[src/rtl/mpeg2_vlc_pkg.sv]
// Shared types and code constants for the MPEG-2 style run/level VLC encoder.
// The optional short code for |level|==1 is enabled by the RLE_SHORT_CODE_EN macro.
package mpeg2_vlc_pkg;

    typedef enum logic [2:0] {
        ACCEPT,
        EMIT_HI,
        EMIT_LO,
        EMIT_SHORT,
        EMIT_EOB,
        GAP,
        DONE
    } vlc_state_e;

    localparam logic [5:0] ESC_CODE  = 6'b000001;
    localparam logic [3:0] ESC_LEN   = 4'd12;
    localparam logic [1:0] EOB_CODE  = 2'b10;
    localparam logic [3:0] EOB_LEN   = 4'd2;
    localparam logic [3:0] SHORT_LEN = 4'd3;

    function automatic logic is_emit_state(input vlc_state_e s);
        return (s == EMIT_HI) || (s == EMIT_LO) || (s == EMIT_SHORT) || (s == EMIT_EOB);
    endfunction

endpackage

[src/rtl/vlc_code_fmt.sv]
// Combinational code formatter: maps (state, run, level) to a right-justified code and length.
// The EMIT_SHORT code exists only when RLE_SHORT_CODE_EN is defined.
module vlc_code_fmt
    import mpeg2_vlc_pkg::*;
(
    input  vlc_state_e  state,
    input  logic [5:0]  run,
    input  logic [11:0] level,
    output logic [15:0] code_bits,
    output logic [3:0]  code_len
);

    always_comb begin
        code_bits = '0;
        code_len  = '0;
        case (state)
            EMIT_HI: begin
                code_bits = {4'b0000, ESC_CODE, run};
                code_len  = ESC_LEN;
            end
            EMIT_LO: begin
                code_bits = {4'b0000, level};
                code_len  = ESC_LEN;
            end
`ifdef RLE_SHORT_CODE_EN
            EMIT_SHORT: begin
                code_bits = {13'b0, 2'b11, level[11]};
                code_len  = SHORT_LEN;
            end
`endif
            EMIT_EOB: begin
                code_bits = {14'b0, EOB_CODE};
                code_len  = EOB_LEN;
            end
            default: ;
        endcase
    end

endmodule

[src/rtl/rle_vlc_encoder.sv]
// Run/level VLC encoder: zero runs are counted, nonzero levels emit an escape pair, blocks end in EOB.
// Defining RLE_SHORT_CODE_EN adds a 3-bit code for run 0 with |level|==1.
module rle_vlc_encoder
    import mpeg2_vlc_pkg::*;
#(
    parameter int BLOCK_SIZE = 64
) (
    input  logic        clk,
    input  logic        reset,
    input  logic [11:0] coef,
    input  logic        coef_valid,
    input  logic        coef_last,
    output logic        coef_ready,
    input  logic        out_rdy,
    output logic        out_en,
    output logic [15:0] out_bits,
    output logic [3:0]  out_len,
    output logic        block_done
);

    localparam int CNT_W = $clog2(BLOCK_SIZE + 1);

    vlc_state_e       state_q, state_d;
    vlc_state_e       after_gap_q, after_gap_d;
    logic [5:0]       run_q, run_d;
    logic [CNT_W-1:0] cnt_q, cnt_d;
    logic [11:0]      level_q, level_d;
    logic             end_pend_q, end_pend_d;
    logic [15:0]      out_bits_q, out_bits_d;
    logic [3:0]       out_len_q, out_len_d;
    logic             block_done_q, block_done_d;

    logic [15:0]      fmt_bits;
    logic [3:0]       fmt_len;
    logic             blk_end;
    logic [11:0]      level_clamped;

    assign coef_ready    = (state_q == ACCEPT);
    // Delivery is qualified by the live out_rdy; reset suppresses it in the reset cycle too.
    assign out_en        = is_emit_state(state_q) && out_rdy && !reset;
    assign out_bits      = out_bits_q;
    assign out_len       = out_len_q;
    assign block_done    = block_done_q;

    assign blk_end       = coef_last || ((cnt_q + CNT_W'(1)) == CNT_W'(BLOCK_SIZE));
    assign level_clamped = (coef == 12'h800) ? 12'h801 : coef;

`ifdef RLE_SHORT_CODE_EN
    logic short_ok;
    assign short_ok = (run_q == 6'd0) && ((coef == 12'h001) || (coef == 12'hFFF));
`endif

    always_comb begin
        state_d      = state_q;
        after_gap_d  = after_gap_q;
        run_d        = run_q;
        cnt_d        = cnt_q;
        level_d      = level_q;
        end_pend_d   = end_pend_q;
        block_done_d = 1'b0;
        case (state_q)
            ACCEPT: begin
                if (coef_valid) begin
                    cnt_d = cnt_q + CNT_W'(1);
                    if (coef == 12'h000) begin
                        run_d = run_q + 6'd1;
                        if (blk_end) begin
                            state_d = EMIT_EOB;
                        end
                    end else begin
                        level_d    = level_clamped;
                        end_pend_d = blk_end;
                        state_d    = EMIT_HI;
`ifdef RLE_SHORT_CODE_EN
                        if (short_ok) begin
                            state_d = EMIT_SHORT;
                        end
`endif
                    end
                end
            end
            EMIT_HI: begin
                if (out_rdy) begin
                    state_d     = GAP;
                    after_gap_d = EMIT_LO;
                end
            end
`ifdef RLE_SHORT_CODE_EN
            EMIT_LO, EMIT_SHORT: begin
`else
            EMIT_LO: begin
`endif
                if (out_rdy) begin
                    state_d     = GAP;
                    run_d       = '0;
                    after_gap_d = end_pend_q ? EMIT_EOB : ACCEPT;
                end
            end
            EMIT_EOB: begin
                // Any trailing zero run is dropped here along with the block position.
                if (out_rdy) begin
                    state_d      = DONE;
                    run_d        = '0;
                    cnt_d        = '0;
                    block_done_d = 1'b1;
                end
            end
            GAP:     state_d = after_gap_q;
            DONE:    state_d = ACCEPT;
            default: state_d = ACCEPT;
        endcase
    end

    vlc_code_fmt u_fmt (
        .state     (state_d),
        .run       (run_d),
        .level     (level_d),
        .code_bits (fmt_bits),
        .code_len  (fmt_len)
    );

    // Code is captured on entry to an emission state and held until it is delivered.
    always_comb begin
        out_bits_d = out_bits_q;
        out_len_d  = out_len_q;
        if (is_emit_state(state_d) && (state_d != state_q)) begin
            out_bits_d = fmt_bits;
            out_len_d  = fmt_len;
        end
    end

    always_ff @(posedge clk) begin
        if (reset) begin
            state_q      <= ACCEPT;
            after_gap_q  <= ACCEPT;
            run_q        <= '0;
            cnt_q        <= '0;
            level_q      <= '0;
            end_pend_q   <= 1'b0;
            out_bits_q   <= '0;
            out_len_q    <= '0;
            block_done_q <= 1'b0;
        end else begin
            state_q      <= state_d;
            after_gap_q  <= after_gap_d;
            run_q        <= run_d;
            cnt_q        <= cnt_d;
            level_q      <= level_d;
            end_pend_q   <= end_pend_d;
            out_bits_q   <= out_bits_d;
            out_len_q    <= out_len_d;
            block_done_q <= block_done_d;
        end
    end

endmodule

[config.mk]
export PLATFORM = sky130hd
export DESIGN_NAME = rle_vlc_encoder
export DESIGN_NICKNAME = d
export VERILOG_FILES = /design/src/rtl/mpeg2_vlc_pkg.sv /design/src/rtl/vlc_code_fmt.sv /design/src/rtl/rle_vlc_encoder.sv
export SDC_FILE = /design/constraint.sdc
export NUM_CORES = 1
export LEC_CHECK = 0
export ABC_CLOCK_PERIOD_IN_PS = 5400
export CORE_MARGIN = 4
export CORE_UTILIZATION = 30
export CTS_CLUSTER_SIZE = 12
export DETAILED_ROUTE_END_ITERATION = 16
export HOLD_SLACK_MARGIN = 0.15
export SLEW_MARGIN = 20
export SYNTH_ARGS = -nofsm -noshare
export SYNTH_HDL_FRONTEND = slang
export SYNTH_SLANG_ARGS = --single-unit
[constraint.sdc]
create_clock -name clk -period 5.4 [get_ports clk]
set_clock_uncertainty 0.05 [all_clocks]
set_input_delay 0.54 -clock clk [delete_from_list [all_inputs] [get_ports clk]]
set_output_delay 0.54 -clock clk [all_outputs]
set_load 0.05 [all_outputs]
==> flow_metrics.env, run 1 <==
export IMPL_yosysUniqueCellTypes=60
export IMPL_yosys_area_share_adder=0.0150
export IMPL_grt_pass1_vias=1954
export IMPL_drv_cap=0
export IMPL_power_uw=910
export IMPL_clockPowerShare=0.281
export IMPL_start_kind="register"
export IMPL_synth_simple_gate_area_frac=0.248
export IMPL_min_delay_path_class="reg -> reg"
export IMPL_yosysTopAreaCellShare=0.394
export IMPL_grt_pass1_wl_um=9980
export IMPL_fmax_mhz=343
export IMPL_crit_type="reg -> reg"
export IMPL_drc_errors=0
export IMPL_setup_tns_ns=0
export IMPL_synth_compound_area_frac=0.244
export IMPL_drt_iter0_drc=127
export IMPL_grt_max_degree=40
export IMPL_p_sw_uw=315
export IMPL_p_leak_nw=0.987
export IMPL_post_cts_buffers=0
export IMPL_ant_nets=0
export IMPL_synth_most_common_cell="dfxtp_1"
export IMPL_synth_top_family_by_area="simple AND/OR/NAND/NOR gates"
export IMPL_period_minus_slack_ns=2.91
export IMPL_pwr_share_comb=0.295
export IMPL_place_hpwl_um=4560
export IMPL_grt_total_usage=0.139
export IMPL_post_route_period_util=0.540
export IMPL_design_core_area_um2=7410
export IMPL_power_frac_seq=0.424
export IMPL_p_int_uw=595
export IMPL_io_pins=40
export IMPL_grt_ovfl_total=0
export IMPL_tightestPinTransition_ns=0.863
export IMPL_post_cts_resize_count=0
export IMPL_synthMuxAreaShare=0.0353
export IMPL_status="completed"
export IMPL_hold_slack_ns=0.435
export IMPL_dieArea_um2=9280
export IMPL_drive_above_1_share=0.0787
export IMPL_synth_flop_cell="dfxtp_1"
export IMPL_crit_required_ns=5.57
export IMPL_avgSynthCellArea_um2=8.45
export IMPL_switching_share=0.346
export IMPL_die_y_um=96.3
export IMPL_ir_drop_mv=0.111
export IMPL_arrival_ns=3.08
export IMPL_r2r_slack_ns=2.49
export IMPL_synth_commonest_cells="46 x dfxtp_1, 34 x nor2_1, 28 x a21oi_1"
export IMPL_antenna_found_initial=0
export IMPL_synth_edff_count=0
export IMPL_area_growth_pct=20.6
export IMPL_rows=31
export IMPL_synth_cells=277
export IMPL_clock_sinks=46
export IMPL_cts_buffer_depth=2
export IMPL_vias_per_cell=5.29
export IMPL_synth_area_top_cells="dfxtp_1 39%, a21oi_1 6.0%, nor2_1 5.5%"
export IMPL_wirelength_um=6160
export IMPL_slew_viol_final=0
export IMPL_ys_seq_area_frac=0.394
export IMPL_gp_routability_congestion=0.812
export IMPL_htree_levels=2
export IMPL_synthXorXnorAreaFrac=0.00374
export IMPL_cts_buffers=5
export IMPL_end_kind="register"
export IMPL_cp_slowest_cell="and2_1"
export IMPL_n_antenna_cell=0
export IMPL_cts_tree="yes"
export IMPL_clock_latency_ns=0.29
export IMPL_setup_viol=0
export IMPL_cpPeakStageDelay_ns=0.60
export IMPL_final_util=0.381
export IMPL_synthesis_area_um2=2340
export IMPL_path_cells="or3_4 > clkinv_2 > and2_1 > a21oi_1 > nor2_1 > o21ai_0 > a311oi_1"
export IMPL_final_hold_viol_count=0
export IMPL_firstDrtPassIters=5
export IMPL_post_drt_wl_per_cell_um=15.3
export IMPL_rsz0062_at_grt="false"
export IMPL_initial_core_util=0.316
export IMPL_clk_pin_slew_ns=0.09
export IMPL_ys_warnings_count=0
export IMPL_slew_limit_headroom=0.420
export IMPL_ys_seq_elements=46
export IMPL_yosys_area_top_type="dfxtp_1"
export IMPL_power_density_nw_per_um2=322
export IMPL_dieWidth_um=96.3
export IMPL_worstPathMaxFanout=19
export IMPL_cts_root_buf="clkbuf_8"
export IMPL_place_ws_ns=2.29
export IMPL_vias=2138
export IMPL_ctsHoldBuffers=0
export IMPL_nets=323
export IMPL_setup_slack_ns=2.49
export IMPL_async_reset_ff_frac=0
export IMPL_port_buffers=34
## worst max-delay path, delay by kind of cell (launching register included)
kind | cells | cell delay, ns
AO/OA/AOI/OAI | 3 | 0.70
buffers and inverters | 1 | 0.15
flip-flops | 1 | 0.50
AND/OR/NAND/NOR | 3 | 1.41
## routing by layer
metal  GRT usage  wire (µm)  part of all wire
met5           0          0                 0
met4      0.0386         85             0.014
met3      0.0313        389             0.063
met2       0.215       2750              0.45
met1       0.193       2940              0.48
## layout make-up
class                      instances  area (µm²)
tap                               99         124
sequential                        46         921
timing repair buffer              35         348
multi-input combinational        210        1300
clock buffer                       6        72.6
clock inverter                     2        37.5
fill                             741        4590
inverter                           6        23.8
## registers in the layout, indices dropped and copies added (netlist names)
name / cells
state_q: 3
out_bits: 12
cnt_q: 7
level_q: 12
out_len: 2
end_pend_q: 1
after_gap_q: 2
run_q: 6
block_done: 1
## layout by cell type, fill, tap and decap left out, drive strengths merged, types with 2 or more instances in the layout
cell,Yosys,routed
a22oi,5,5
nor4bb,2,2
and2,8,8
a31o,2,2
nand4,5,5
a22o,2,2
nand2b,4,4
or4,7,7
or2,3,3
conb,1,5
and4,2,2
a21oi,28,28
nor2,35,35
o21ai,23,23
a311oi,4,4
nor4,3,3
clkdlybuf4s50,0,34
ha,2,2
mux2,2,2
o211ai,2,2
nand3,6,6
nor3,5,5
a2bb2oi,4,4
dfxtp,46,46
mux2i,6,6
o31ai,2,2
nand2,16,16
inv,5,5
clkbuf,7,6
nand3b,2,2
a211oi,6,6
## power groups by stage
stage / registers, mW / logic, mW / clock network (mW)
after detailed placement: 0.394 / 0.268 / 0
after CTS: 0.386 / 0.268 / 0.264
after floorplan: 0.430 / 0.157 / 0
after global placement: 0.394 / 0.265 / 0
after global routing: 0.390 / 0.292 / 0.277
final: 0.386 / 0.268 / 0.255
## stage by stage
stage                     instances  area (µm²)
after global placement          396        2710
after floorplan                 281        2350
after CTS                       404        2820
after global routing            404        2820
after detailed placement        396        2710
final                           404        2820
## path summary, 6_finish.rpt
check / from / endpoint / cells after the start
setup / recovery: state_q[0] / out_bits[3] / 7
hold / removal: out_bits[9] / out_bits[9] / 2
setup reg to reg: state_q[0] / out_bits[3] / 7
hold reg to reg: out_bits[9] / out_bits[9] / 2
## cells by family after synthesis
family / after synthesis
buf+inv: 25
simple gates: 104
flops: 46
xor+xnor: 1
mux: 8
fa+ha+maj: 3
compound gates: 89
other cells: 1
Note: power is estimated with default switching activity, not from simulation.
==> inputs of run 2 (changes only) <==
ABC_CLOCK_PERIOD_IN_PS = 2410   (was 5400)
clock period = 2.41 ns   (was 5.4 ns; I/O delays follow)
==> flow_metrics.env, run 2 (synthesized netlist as in run 1, its figures left out) <==
export IMPL_status="completed"
export IMPL_power_mw=2.20
export IMPL_final_hold_viol_count=0
export IMPL_dp_cells=444
export IMPL_cp_slowest_cell="or4_1"
export IMPL_grt_max_degree=23
export IMPL_regToRegEndpoint="out_bits[9]"
export IMPL_worst_path_stages=7
export IMPL_antenna_found_initial=0
export IMPL_drc_errors=0
export IMPL_dieArea_um2=9280
export IMPL_dpl_cell_area_um2=3090
export IMPL_start_kind="register"
export IMPL_clock_sinks=46
export IMPL_post_cts_resize_count=0
export IMPL_period_minus_slack_ns=2.29
export IMPL_place_hpwl_um=5020
export IMPL_min_delay_path_class="reg -> reg"
export IMPL_end_kind="register"
export IMPL_setup_slack_ns=0.121
export IMPL_cp_buffers_inverters=0
export IMPL_power_density_nw_per_um2=685
export IMPL_setup_worst_path_end="out_bits[9]"
export IMPL_cts_tree="yes"
export IMPL_tightestPinTransition_ns=0.499
export IMPL_crit_required_ns=2.59
export IMPL_switching_share=0.334
export IMPL_vias_per_cell=5.15
export IMPL_clockPowerShare=0.270
export IMPL_ir_drop_mv=0.230
export IMPL_ctsHoldBuffers=0
export IMPL_cpPeakStageDelay_ns=0.54
export IMPL_r2r_slack_ns=0.12
export IMPL_cp_top_family="simple AND/OR/NAND/NOR gates"
export IMPL_power_frac_seq=0.387
export IMPL_p_int_mw=1.47
export IMPL_drv_cap=0
export IMPL_slew_limit_headroom=0.666
export IMPL_worstPathMaxFanout=9
export IMPL_grt_pass1_wl_um=10600
export IMPL_slew_viol_final=0
export IMPL_regArea_um2=921
export IMPL_die_y_um=96.3
export IMPL_clock_latency_ns=0.29
export IMPL_fmax_mhz=437
export IMPL_grt_total_usage=0.148
export IMPL_area_growth_pct=37.2
export IMPL_r2r_cells=7
export IMPL_path_cells="ha_2 > or4b_1 > mux2i_1 > a31o_2 > a211oi_2 > or4_1 > a21oi_1"
export IMPL_gp_routability_congestion=0.979
export IMPL_multi_input_area_um2=1300
export IMPL_fin_area_um2=3210
export IMPL_vias=2321
export IMPL_crit_type="reg -> reg"
export IMPL_post_drt_wl_per_cell_um=14.5
export IMPL_wirelength_um=6520
export IMPL_nets=371
export IMPL_dieWidth_um=96.3
export IMPL_pwr_share_comb=0.343
export IMPL_p_sw_uw=734
export IMPL_setup_viol=0
export IMPL_design_core_area_um2=7410
export IMPL_final_cell_count_no_fill=451
export IMPL_firstDrtPassIters=4
export IMPL_fillCellCount=739
export IMPL_port_buffers=34
export IMPL_worstReg2RegStart="cnt_q[1]"
export IMPL_cp_startpoint="cnt_q[1]"
export IMPL_place_ws_ns=-0.148
export IMPL_htree_levels=2
export IMPL_post_route_period_util=0.950
export IMPL_ant_nets=0
export IMPL_grt_ovfl_total=0
export IMPL_post_cts_buffers=0
export IMPL_clk_pin_slew_ns=0.09
export IMPL_final_common_cell="buf_4"
export IMPL_rows=31
export IMPL_cts_root_buf="clkbuf_8"
export IMPL_cts_buffer_depth=2
export IMPL_io_pins=40
export IMPL_n_antenna_cell=0
export IMPL_rsz0062_at_grt="false"
export IMPL_final_cell_mix="49 x buf_4, 46 x dfxtp_1, 34 x nor2_1, 32 x clkdlybuf4s50_1, 28 x a21oi_1"
export IMPL_grt_pass1_vias=2181
export IMPL_drt_iter0_drc=185
export IMPL_arrival_ns=2.47
export IMPL_initial_core_util=0.316
export IMPL_p_leak_nw=1.23
export IMPL_drive_above_1_share=0.213
export IMPL_cts_buffers=5
## run 2: layout make-up
cell class / instances / share of cell area
multi-input combinational: 210 / 0.405
sequential: 46 / 0.287
timing repair buffer: 83 / 0.227
tap: 99 / 0.0386
clock buffer: 6 / 0.0257
clock inverter: 1 / 0.00936
inverter: 6 / 0.00741
## run 2: metrics by stage
step,TNS (ns),utilization,hold WS (ns)
3_5_place_dp,-0.985,0.417,0.422
5_1_grt,0,0.433,0.471
3_3_place_gp,-0.667,0.417,0.413
4_1_cts,0,0.433,0.433
2_1_floorplan,0,-,0.345
6_report,0,0.433,0.430
## run 2: tightest hold or removal path, delay by kind of cell, from the launching register on
kind           cells  cell delay (ns)
flip-flops         1             0.32
AO/OA/AOI/OAI      2             0.12
## run 2: worst min-delay path by stage
stage	from	slack (ns)	cells past startpoint	endpoint
3_5_place_dp	out_bits[6]	0.42	2	out_bits[6]
2_1_floorplan	coef[0]	0.34	2	level_q[0]
5_1_grt	out_bits[7]	0.47	2	out_bits[7]
4_1_cts	out_bits[6]	0.43	2	out_bits[6]
6_report	out_bits[7]	0.43	2	out_bits[7]
3_3_place_gp	out_bits[7]	0.41	2	out_bits[7]
## run 2: power by group through the flow
stage / sequential [mW] / combinational, mW / clock (mW)
2_1_floorplan: 0.963 / 0.352 / 0
3_3_place_gp: 0.866 / 0.750 / 0
3_5_place_dp: 0.868 / 0.753 / 0
4_1_cts: 0.851 / 0.755 / 0.608
5_1_grt: 0.858 / 0.820 / 0.634
6_report: 0.851 / 0.755 / 0.594
## run 2: metal layers
metal	GRT usage	share of wire	vias to the layer above	wire (µm)
met5	0	0	-	0
met4	0.0432	0.0097	0	63
met3	0.0235	0.063	6	408
met2	0.232	0.45	62	2960
met1	0.208	0.47	1084	3090
li1	-	-	1169	-
==> inputs of run 3 (changes only) <==
CTS_CLUSTER_SIZE = 10   (was 12)
==> results of run 3 <==
Same layout as run 2: the final DEF is identical, and so are final timing and power.
